--- src/rtl/fetch_pkg.sv ---
// Shared types and constants for the instruction fetch stage.
// Optional build macro: FETCH_CYCLE_CT_EN (cycle counter).
package fetch_pkg;

  localparam int PW     = 10;
  localparam int IW     = 9;
  localparam int LUT_AW = 4;

  typedef enum logic [1:0] {
    PRIME,
    RUN,
    HALTED
  } fetch_state_t;

  localparam logic [IW-1:0] HALT_OP = 9'h1FF;

  // Absolute jump/branch targets, indexed by instruction[3:0].
  localparam logic [PW-1:0] TARGET_LUT [16] = '{
    10'h012, 10'h005, 10'h040, 10'h007,
    10'h080, 10'h0A0, 10'h0C0, 10'h0E0,
    10'h100, 10'h120, 10'h140, 10'h160,
    10'h180, 10'h1A0, 10'h1C0, 10'h3FF
  };

  function automatic logic [PW-1:0] pc_inc(
    input logic [PW-1:0] pc
  );
    return pc + PW'(1);
  endfunction

endpackage

--- src/rtl/fetch_if.sv ---
// Fetch-stage bus: ROM port, Ctrl handshake and status.
// master = fetch_unit side, slave = ROM/Ctrl side.
interface fetch_if;
  import fetch_pkg::*;

  logic [PW-1:0] rom_addr;
  logic [IW-1:0] rom_data;
  logic [IW-1:0] inst_out;
  logic          inst_valid;
  logic          inst_ready;
  logic          jump_en;
  logic          branch_en;
  logic          alu_zero;
  logic [PW-1:0] PC;
  logic          halt;
  logic [15:0]   cycle_ct;

  modport master (
    output rom_addr,
    input  rom_data,
    output inst_out,
    output inst_valid,
    input  inst_ready,
    input  jump_en,
    input  branch_en,
    input  alu_zero,
    output PC,
    output halt,
    output cycle_ct
  );

  modport slave (
    input  rom_addr,
    output rom_data,
    input  inst_out,
    input  inst_valid,
    output inst_ready,
    output jump_en,
    output branch_en,
    output alu_zero,
    input  PC,
    input  halt,
    input  cycle_ct
  );

endinterface

--- src/rtl/branch_lut.sv ---
// Combinational jump/branch target lookup.
module branch_lut
  import fetch_pkg::*;
(
  input  logic [LUT_AW-1:0] idx,
  output logic [PW-1:0]     target
);

  assign target = TARGET_LUT[idx];

endmodule

--- src/rtl/fetch_unit.sv ---
// Instruction fetch stage: PC, InstROM drive, redirect, HALT.
// FETCH_CYCLE_CT_EN enables the executed-cycle counter.
module fetch_unit
  import fetch_pkg::*;
(
  input logic    CLK,
  input logic    reset,
  fetch_if.master bus
);

  fetch_state_t  state_q;
  fetch_state_t  state_d;
  logic [PW-1:0] pc_q;
  logic [PW-1:0] pc_d;
  logic [PW-1:0] tgt;
  logic          consume;
  logic          is_halt;
  logic          redirect;

  branch_lut u_lut (
    .idx    (bus.inst_out[LUT_AW-1:0]),
    .target (tgt)
  );

  assign consume  = bus.inst_valid
                  & bus.inst_ready;
  assign is_halt  = (bus.inst_out == HALT_OP);
  assign redirect = bus.jump_en
                  | (bus.branch_en
                     & bus.alu_zero);

  always_comb begin
    state_d = state_q;
    pc_d    = pc_q;
    unique case (state_q)
      PRIME: begin
        state_d = RUN;
        pc_d    = '0;
      end
      RUN: begin
        if (!consume) begin
          pc_d = pc_q;
        end else if (is_halt) begin
          state_d = HALTED;
        end else if (redirect) begin
          pc_d = tgt;
        end else begin
          pc_d = pc_inc(pc_q);
        end
      end
      HALTED: begin
        pc_d = pc_q;
      end
      default: begin
        state_d = PRIME;
        pc_d    = '0;
      end
    endcase
  end

  always_ff @(posedge CLK or posedge reset) begin
    if (reset) begin
      state_q <= PRIME;
      pc_q    <= '0;
    end else begin
      state_q <= state_d;
      pc_q    <= pc_d;
    end
  end

  // Addressing the ROM with pc_next keeps its registered
  // output aligned with pc_q, so a stall simply re-reads.
  assign bus.rom_addr   = reset ? '0 : pc_d;
  assign bus.inst_out   = bus.rom_data;
  assign bus.inst_valid = (state_q == RUN);
  assign bus.PC         = pc_q;
  assign bus.halt       = (state_q == HALTED);

`ifdef FETCH_CYCLE_CT_EN
  logic [15:0] ct_q;

  always_ff @(posedge CLK or posedge reset) begin
    if (reset) begin
      ct_q <= '0;
    end else if (state_q != HALTED
                 && ct_q != 16'hFFFF) begin
      ct_q <= ct_q + 16'd1;
    end
  end

  assign bus.cycle_ct = ct_q;
`else
  assign bus.cycle_ct = 16'h0000;
`endif

endmodule
--- src/flat_wrapper.sv ---
// flat-port wrapper written by rule: the top's interface ports become plain ports
module fetch_unit_flat import fetch_pkg::*;
  (CLK, reset, bus_rom_addr, bus_rom_data, bus_inst_out, bus_inst_valid, bus_inst_ready, bus_jump_en, bus_branch_en, bus_alu_zero, bus_PC, bus_halt, bus_cycle_ct);
  fetch_if bus_i ();
  input logic CLK;
  input logic reset;
  output wire logic [$bits(bus_i.rom_addr)-1:0] bus_rom_addr;
  input wire logic [$bits(bus_i.rom_data)-1:0] bus_rom_data;
  output wire logic [$bits(bus_i.inst_out)-1:0] bus_inst_out;
  output wire logic [$bits(bus_i.inst_valid)-1:0] bus_inst_valid;
  input wire logic [$bits(bus_i.inst_ready)-1:0] bus_inst_ready;
  input wire logic [$bits(bus_i.jump_en)-1:0] bus_jump_en;
  input wire logic [$bits(bus_i.branch_en)-1:0] bus_branch_en;
  input wire logic [$bits(bus_i.alu_zero)-1:0] bus_alu_zero;
  output wire logic [$bits(bus_i.PC)-1:0] bus_PC;
  output wire logic [$bits(bus_i.halt)-1:0] bus_halt;
  output wire logic [$bits(bus_i.cycle_ct)-1:0] bus_cycle_ct;
  assign bus_rom_addr = bus_i.rom_addr;
  assign bus_i.rom_data = bus_rom_data;
  assign bus_inst_out = bus_i.inst_out;
  assign bus_inst_valid = bus_i.inst_valid;
  assign bus_i.inst_ready = bus_inst_ready;
  assign bus_i.jump_en = bus_jump_en;
  assign bus_i.branch_en = bus_branch_en;
  assign bus_i.alu_zero = bus_alu_zero;
  assign bus_PC = bus_i.PC;
  assign bus_halt = bus_i.halt;
  assign bus_cycle_ct = bus_i.cycle_ct;
  fetch_unit u_core (.CLK(CLK), .reset(reset), .bus(bus_i));
endmodule
--- config.mk ---
export PLATFORM = sky130hd
export DESIGN_NAME = fetch_unit_flat
export DESIGN_NICKNAME = d
export VERILOG_FILES = /design/src/rtl/fetch_pkg.sv /design/src/rtl/fetch_if.sv /design/src/rtl/branch_lut.sv /design/src/rtl/fetch_unit.sv /design/src/flat_wrapper.sv
export SDC_FILE = /design/constraint.sdc
export NUM_CORES = 1
export LEC_CHECK = 0
export CAP_MARGIN = 10
export CELL_PAD_IN_SITES_DETAIL_PLACEMENT = 1
export CELL_PAD_IN_SITES_GLOBAL_PLACEMENT = 1
export CORE_UTILIZATION = 33
export CTS_BUF_LIST = sky130_fd_sc_hd__clkbuf_4 sky130_fd_sc_hd__clkbuf_8
export DETAILED_ROUTE_END_ITERATION = 10
export GPL_TIMING_DRIVEN = 0
export PLACE_DENSITY = 0.88
export SYNTH_ARGS = -nofsm -noshare
export SYNTH_HDL_FRONTEND = slang
export SYNTH_SLANG_ARGS = --single-unit
--- constraint.sdc ---
create_clock -name CLK -period 6.85 [get_ports CLK]
set_input_delay 2.055 -clock CLK [delete_from_list [all_inputs] [get_ports CLK]]
set_output_delay 2.055 -clock CLK [all_outputs]
set_load 0.005 [all_outputs]
# --- Word level (Yosys, flattened, before mapping) ---
# Memories as Yosys holds them, arrays and structs flattened.
# Index checks and enable logic that the tools add are counted.
totals:
  regBits: 12
  mem_bits_ro: 160
  inputBits: 15
  output_inout_bits: 47
  elab_cells: 27
  memories: 1
memory_table:
  columns: ["memory", "depth", "width", "rd", "rd_clocked_by_memory_dff", "write_ports", "line", "rtl"]
  rows:
  - ["(no name shown)", 16, 10, 1, 0, 0, "branch_lut.sv:9", "assign target = TARGET_LUT[idx];"]
op_classes:
  n_addsub: 1
  magnitude_cmp: 1
  eq_ne: 5
  muxes: 10
  n_bitwise: 5
  n_reduce_logical: 2
op_table:
  columns: ["op", "n"]
  rows:
  - ["10-bit two-way mux", 6]
  - ["10-bit case mux with 2 select lines", 1]
  - ["10-bit by 1-bit adder with 10-bit output (second input constant)", 1]
  - ["9-bit equality test (second input constant)", 1]
  - ["2-bit case mux with 3 select lines", 1]
  - ["5-bit greater-or-equal comparator (second input constant)", 1]
  - ["4-bit NOT with 5-bit output", 1]
  - ["2-bit two-way mux", 2]
  - ["2-bit inequality test (second input constant)", 2]
  - ["3-bit AND reduction", 1]
  - ["1-bit AND", 2]
  - ["2-bit by 1-bit equality test with 1-bit output (second input constant)", 1]
  - ["2-bit equality test (second input constant)", 1]
  - ["2-bit zero test", 1]
  - ["1-bit NOT", 1]
  - ["1-bit bitwise OR", 1]

# --- Depth between registers and ports, before layout ---
logic_depth:
  word_depth: 9
  depth_mapped: 7
  ltp_nobuf: 6

# --- Cells and area by module ---
# Synthesis repeated with hierarchy kept, for this count alone.
hier_totals:
  hier_cells: 163
  area_unflattened_um2: 1311.3
by_module_without_submodules:
  columns: ["mod", "n_inst", "cells_each", "area_each_um2", "seq_area_each_um2"]
  rows:
  - ["fetch_unit", 1, 146, 1171.1, 300.3]
  - ["branch_lut", 1, 17, 140.1, 0.0]

# --- Least setup slack after synthesis ---
# Ideal clock, no wire load.
synth_path:
  path_kind: "in2out"
  startpoint: "input bus_rom_data[0]"
  endpoint: "output bus_rom_addr[3]"
  t_arrival_ns: 3.176
  t_required_ns: 4.795
  setup_slack_ns: 1.619
  cell_stages: 6
  n_path_buf: 1
  cell_sequence: "ha_1 > and3_1 > buf_6 > a31oi_1 > nand3_1 > o32ai_1"
synth_via:
  elab_chain_cells: 9
  word_cells_on_any_way: 10
  classes_between: "eq/ne (1); mux (7); bitwise (1); memory (1)"
synth_lines:
  columns: ["element", "line", "rtl"]
  rows:
  - ["start, declared", "flat_wrapper.sv:8", "input wire logic [$bits(bus_i.rom_data)-1:0] bus_rom_data;"]
  - ["4-bit NOT with 5-bit output (implied by the code)", "branch_lut.sv:9", null]
  - ["memory read 16 x 10 bit", null, null]
  - ["10-bit two-way mux (implied by the code) (2 in a row)", "branch_lut.sv:9", null]
  - ["10-bit two-way mux", "fetch_unit.sv:45", "end else if (redirect) begin"]
  - ["10-bit two-way mux *", "fetch_unit.sv:43", "end else if (is_halt) begin"]
  - ["10-bit two-way mux *", "fetch_unit.sv:41", "if (!consume) begin"]
  - ["10-bit case mux with 2 select lines *", "fetch_unit.sv:35", "unique case (state_q)"]
  - ["10-bit two-way mux *", "fetch_unit.sv:73", "assign bus.rom_addr = reset ? '0 : pc_d;"]
  - ["end, declared", "flat_wrapper.sv:7", "output wire logic [$bits(bus_i.rom_addr)-1:0] bus_rom_addr;"]
# Every way passes the cells marked *; elsewhere a longest branch is shown, timed or not. The select of a mux whose other input is x is not followed.

# --- Worst setup path after layout ---
# Same ends and word-level chain as after synthesis.

==> impl_metrics.py <==
metrics = {
    "outcome": {
        "status": "finished, final reports clean",
    },
    "setup_path": {
        "end_kind": "output pin",
        "cp-start-kind": "input port",
        "path_buf_inv": 3,
        "cp_common_cell": "clkdlybuf4s50_1",
        "crit_chain": "clkdlybuf4s50_1 > ha_1 > and3_1 > buf_6 > a31oi_1 > nand3_1 > o32ai_1 > clkdlybuf4s50_1",
        "cpPeakStageDelay_ns": 0.54,
        "critPathTopFamily": "buffers and inverters",
        "arrival_ns": 4.43,
        "rrSetupSlack_ns": 4.91,
        "critPathMaxFanout": 6,
        "cp_slowest_cell": "clkdlybuf4s50_1",
        "worstSetupPathType": "input port to output pin",
        "worstPathRequired_ns": 4.80,
    },
    "floorplan": {
        "pin_count": 62,
        "coreArea_um2": 4029,
        "start_util_pct": 34.69,
        "die-area_um2": 4499,
        "die_width_um": 67.08,
        "dieHeight_um": 67.08,
        "fp-row-count": 23,
    },
    "finish": {
        "drive_above_1_share_pct": 16.25,
        "area_growth_pct": 43.69,
        "diodes": 0,
        "stdcell_area_um2": 2008,
        "nets": 264,
        "fillers": 524,
    },
    "yosys": {
        "yosysWarnings": 0,
        "synth_top_area_cell": "dfrtp_1",
        "postSynthAreaPerCell_um2": 7.896,
        "synth_most_common_cell": "buf_4",
        "synthFlopType": "dfrtp_1",
        "yosysSeqAreaShare_pct": 21.49,
        "ys_async_sr_fraction_pct": 100.0,
        "synth_area_um2": 1398,
        "netlist_instances": 177,
        "synth_cell_types": 47,
        "ys_ff_latch": 12,
        "yosys-top-cells-area": "dfrtp_1, buf_4, ha_1",
        "yosysTopAreaCellShare_pct": 21.49,
        "synth_common_cells": "buf_4, nand2_1, dfrtp_1",
        "synth_edf_count": 0,
    },
    "global_route": {
        "grt_pass1_vias": 1525,
        "antenna_found_initial": 0,
        "grt_max_degree": 16,
        "met1_usage_pct": 25.13,
        "grt_most_used_layer": "met2",
        "grt.met3_usage_pct": 3.767,
        "grtUsageMet2_pct": 37.25,
        "grt_use_total_pct": 20.92,
        "overflow": 0,
        "grt_pass1_wl_um": 7065,
    },
    "cts": {
        "htree_levels": 1,
        "cts_made_buffers": 3,
        "cts_tree": "built",
        "clkSlewWorstSetupHoldPaths_ns": 0.05,
        "cts.repair.resized": 0,
        "clk_path_buf_depth": 2,
        "cts_setup_buffers": 0,
        "clk_latency_ns": 0.25,
        "cts_hold_buf": 0,
        "root_buffer": "clkbuf_8",
        "clock_sinks": 12,
    },
    "timing": {
        "finClkSkew_ns": 0.002304,
        "hold_viol": 0,
        "max_freq_mhz": 154.2,
        "rsz0062_at_grt": "false",
        "period_share_pct": 94.69,
        "min_period_ns": 6.486,
        "drv_slew": 0,
        "tns_ns": 0,
        "worstMarginPinSlew_ns": 0.5981,
        "setup_viol": 0,
        "relSlewSlack_pct": 60.08,
    },
    "place": {
        "port_buffers": 45,
        "place_congestion": 0.9137,
        "dp_hpwl_um": 3496,
        "place_area_um2": 1967,
    },
    "pwr": {
        "leakagePower_nw": 0.8409,
        "powerDensity_nw_per_um2": 188.8,
        "vdd.ir_drop.worst_mv": 0.1488,
    },
    "detailed_routing": {
        "wl_um": 4437,
        "drtIter0Drc": 92,
        "drc": 0,
        "wire_per_inst_um": 15.30,
        "via_per_inst": 5.369,
        "drt_first_pass_iters": 4,
        "ant_nets": 0,
        "vias": 1557,
    },
    "run": {
        "drv_cap": 0,
    },
    "hold_path": {
        "hold_class": "register to register",
    },
}
metal layers:
layer / vias to the layer above / part of all wire (%)
met5: - / 0
met4: 0 / 1.2
met3: 6 / 6.5
met2: 61 / 51
met1: 743 / 41
li1: 747 / -
worst paths after layout:
check                                  start                 to  cells after the start
max                          bus_rom_data[0]    bus_rom_addr[3]                      8
max reg2reg                u_core.state_q[0]   u_core.bus.PC[5]                      5
min in group asynchronous              reset   u_core.bus.PC[5]                      2
max in group asynchronous              reset  u_core.state_q[0]                      2
min                        u_core.state_q[0]  u_core.state_q[0]                      1
min reg2reg                u_core.state_q[0]  u_core.state_q[0]                      1
logic make-up after synthesis:
family / share of synthesized area (%)
mux: 0.8057
compound gates: 28.47
flops: 21.49
other cells: 0.2683
xor+xnor: 0.6268
fa+ha+maj: 6.266
simple gates: 22.74
buf+inv: 19.34
flip-flops by register name, summed over array words and instances (netlist names):
name / flops
u_core.bus.PC: 10
u_core.state_q: 2
cell type report:
type                            instances  area, um2  area share (%)
Clock buffer                            3      41.29           2.056
Multi-Input combinational cell        136      883.3           43.99
Sequential cell                        12      300.3           14.95
Buffer                                 34      232.7           11.59
Timing Repair Buffer                   45      450.4           22.43
Inverter                               10      37.54           1.869
Tap cell                               50      62.56           3.115
layout by cell type, fill, tap and decap left out, drive strengths merged, types with 5 or more instances in the layout:
master and instances:
a21oi 8, nand2 18, o22ai 5, nand3 9, buf 29, nand4 9, conb 16, clkbuf 8
clkdlybuf4s50 45, o21ai 6, nor3 6, nor4 5, inv 10, ha 7, dfrtp 12
per-stage QoR:
step | cells | total power, mW | setup slack (ns) | hold WS (ns) | util [%]
finish | 290 | 0.3792 | 0.3640 | 0.5571 | 49.84
CTS | 290 | 0.3790 | 0.3696 | 0.5692 | 49.84
global route | 290 | 0.4072 | 0.2471 | 0.5839 | 49.84
global placement | 287 | 0.3036 | 0.3957 | 0.5233 | 48.82
floorplan | 192 | 0.2205 | 1.619 | 0.5100 | -
detailed placement | 287 | 0.3111 | 0.3930 | 0.5574 | 48.82
where the power goes:
group	internal (mW)	leakage [nW]	switching (mW)	total, mW
clock	0.0389	0.0216	0.0277	0.0666
sequential	0.0830	0.163	0.0164	0.0993
combinational	0.0971	0.656	0.116	0.213
Note: power is estimated with default switching activity, not from simulation.
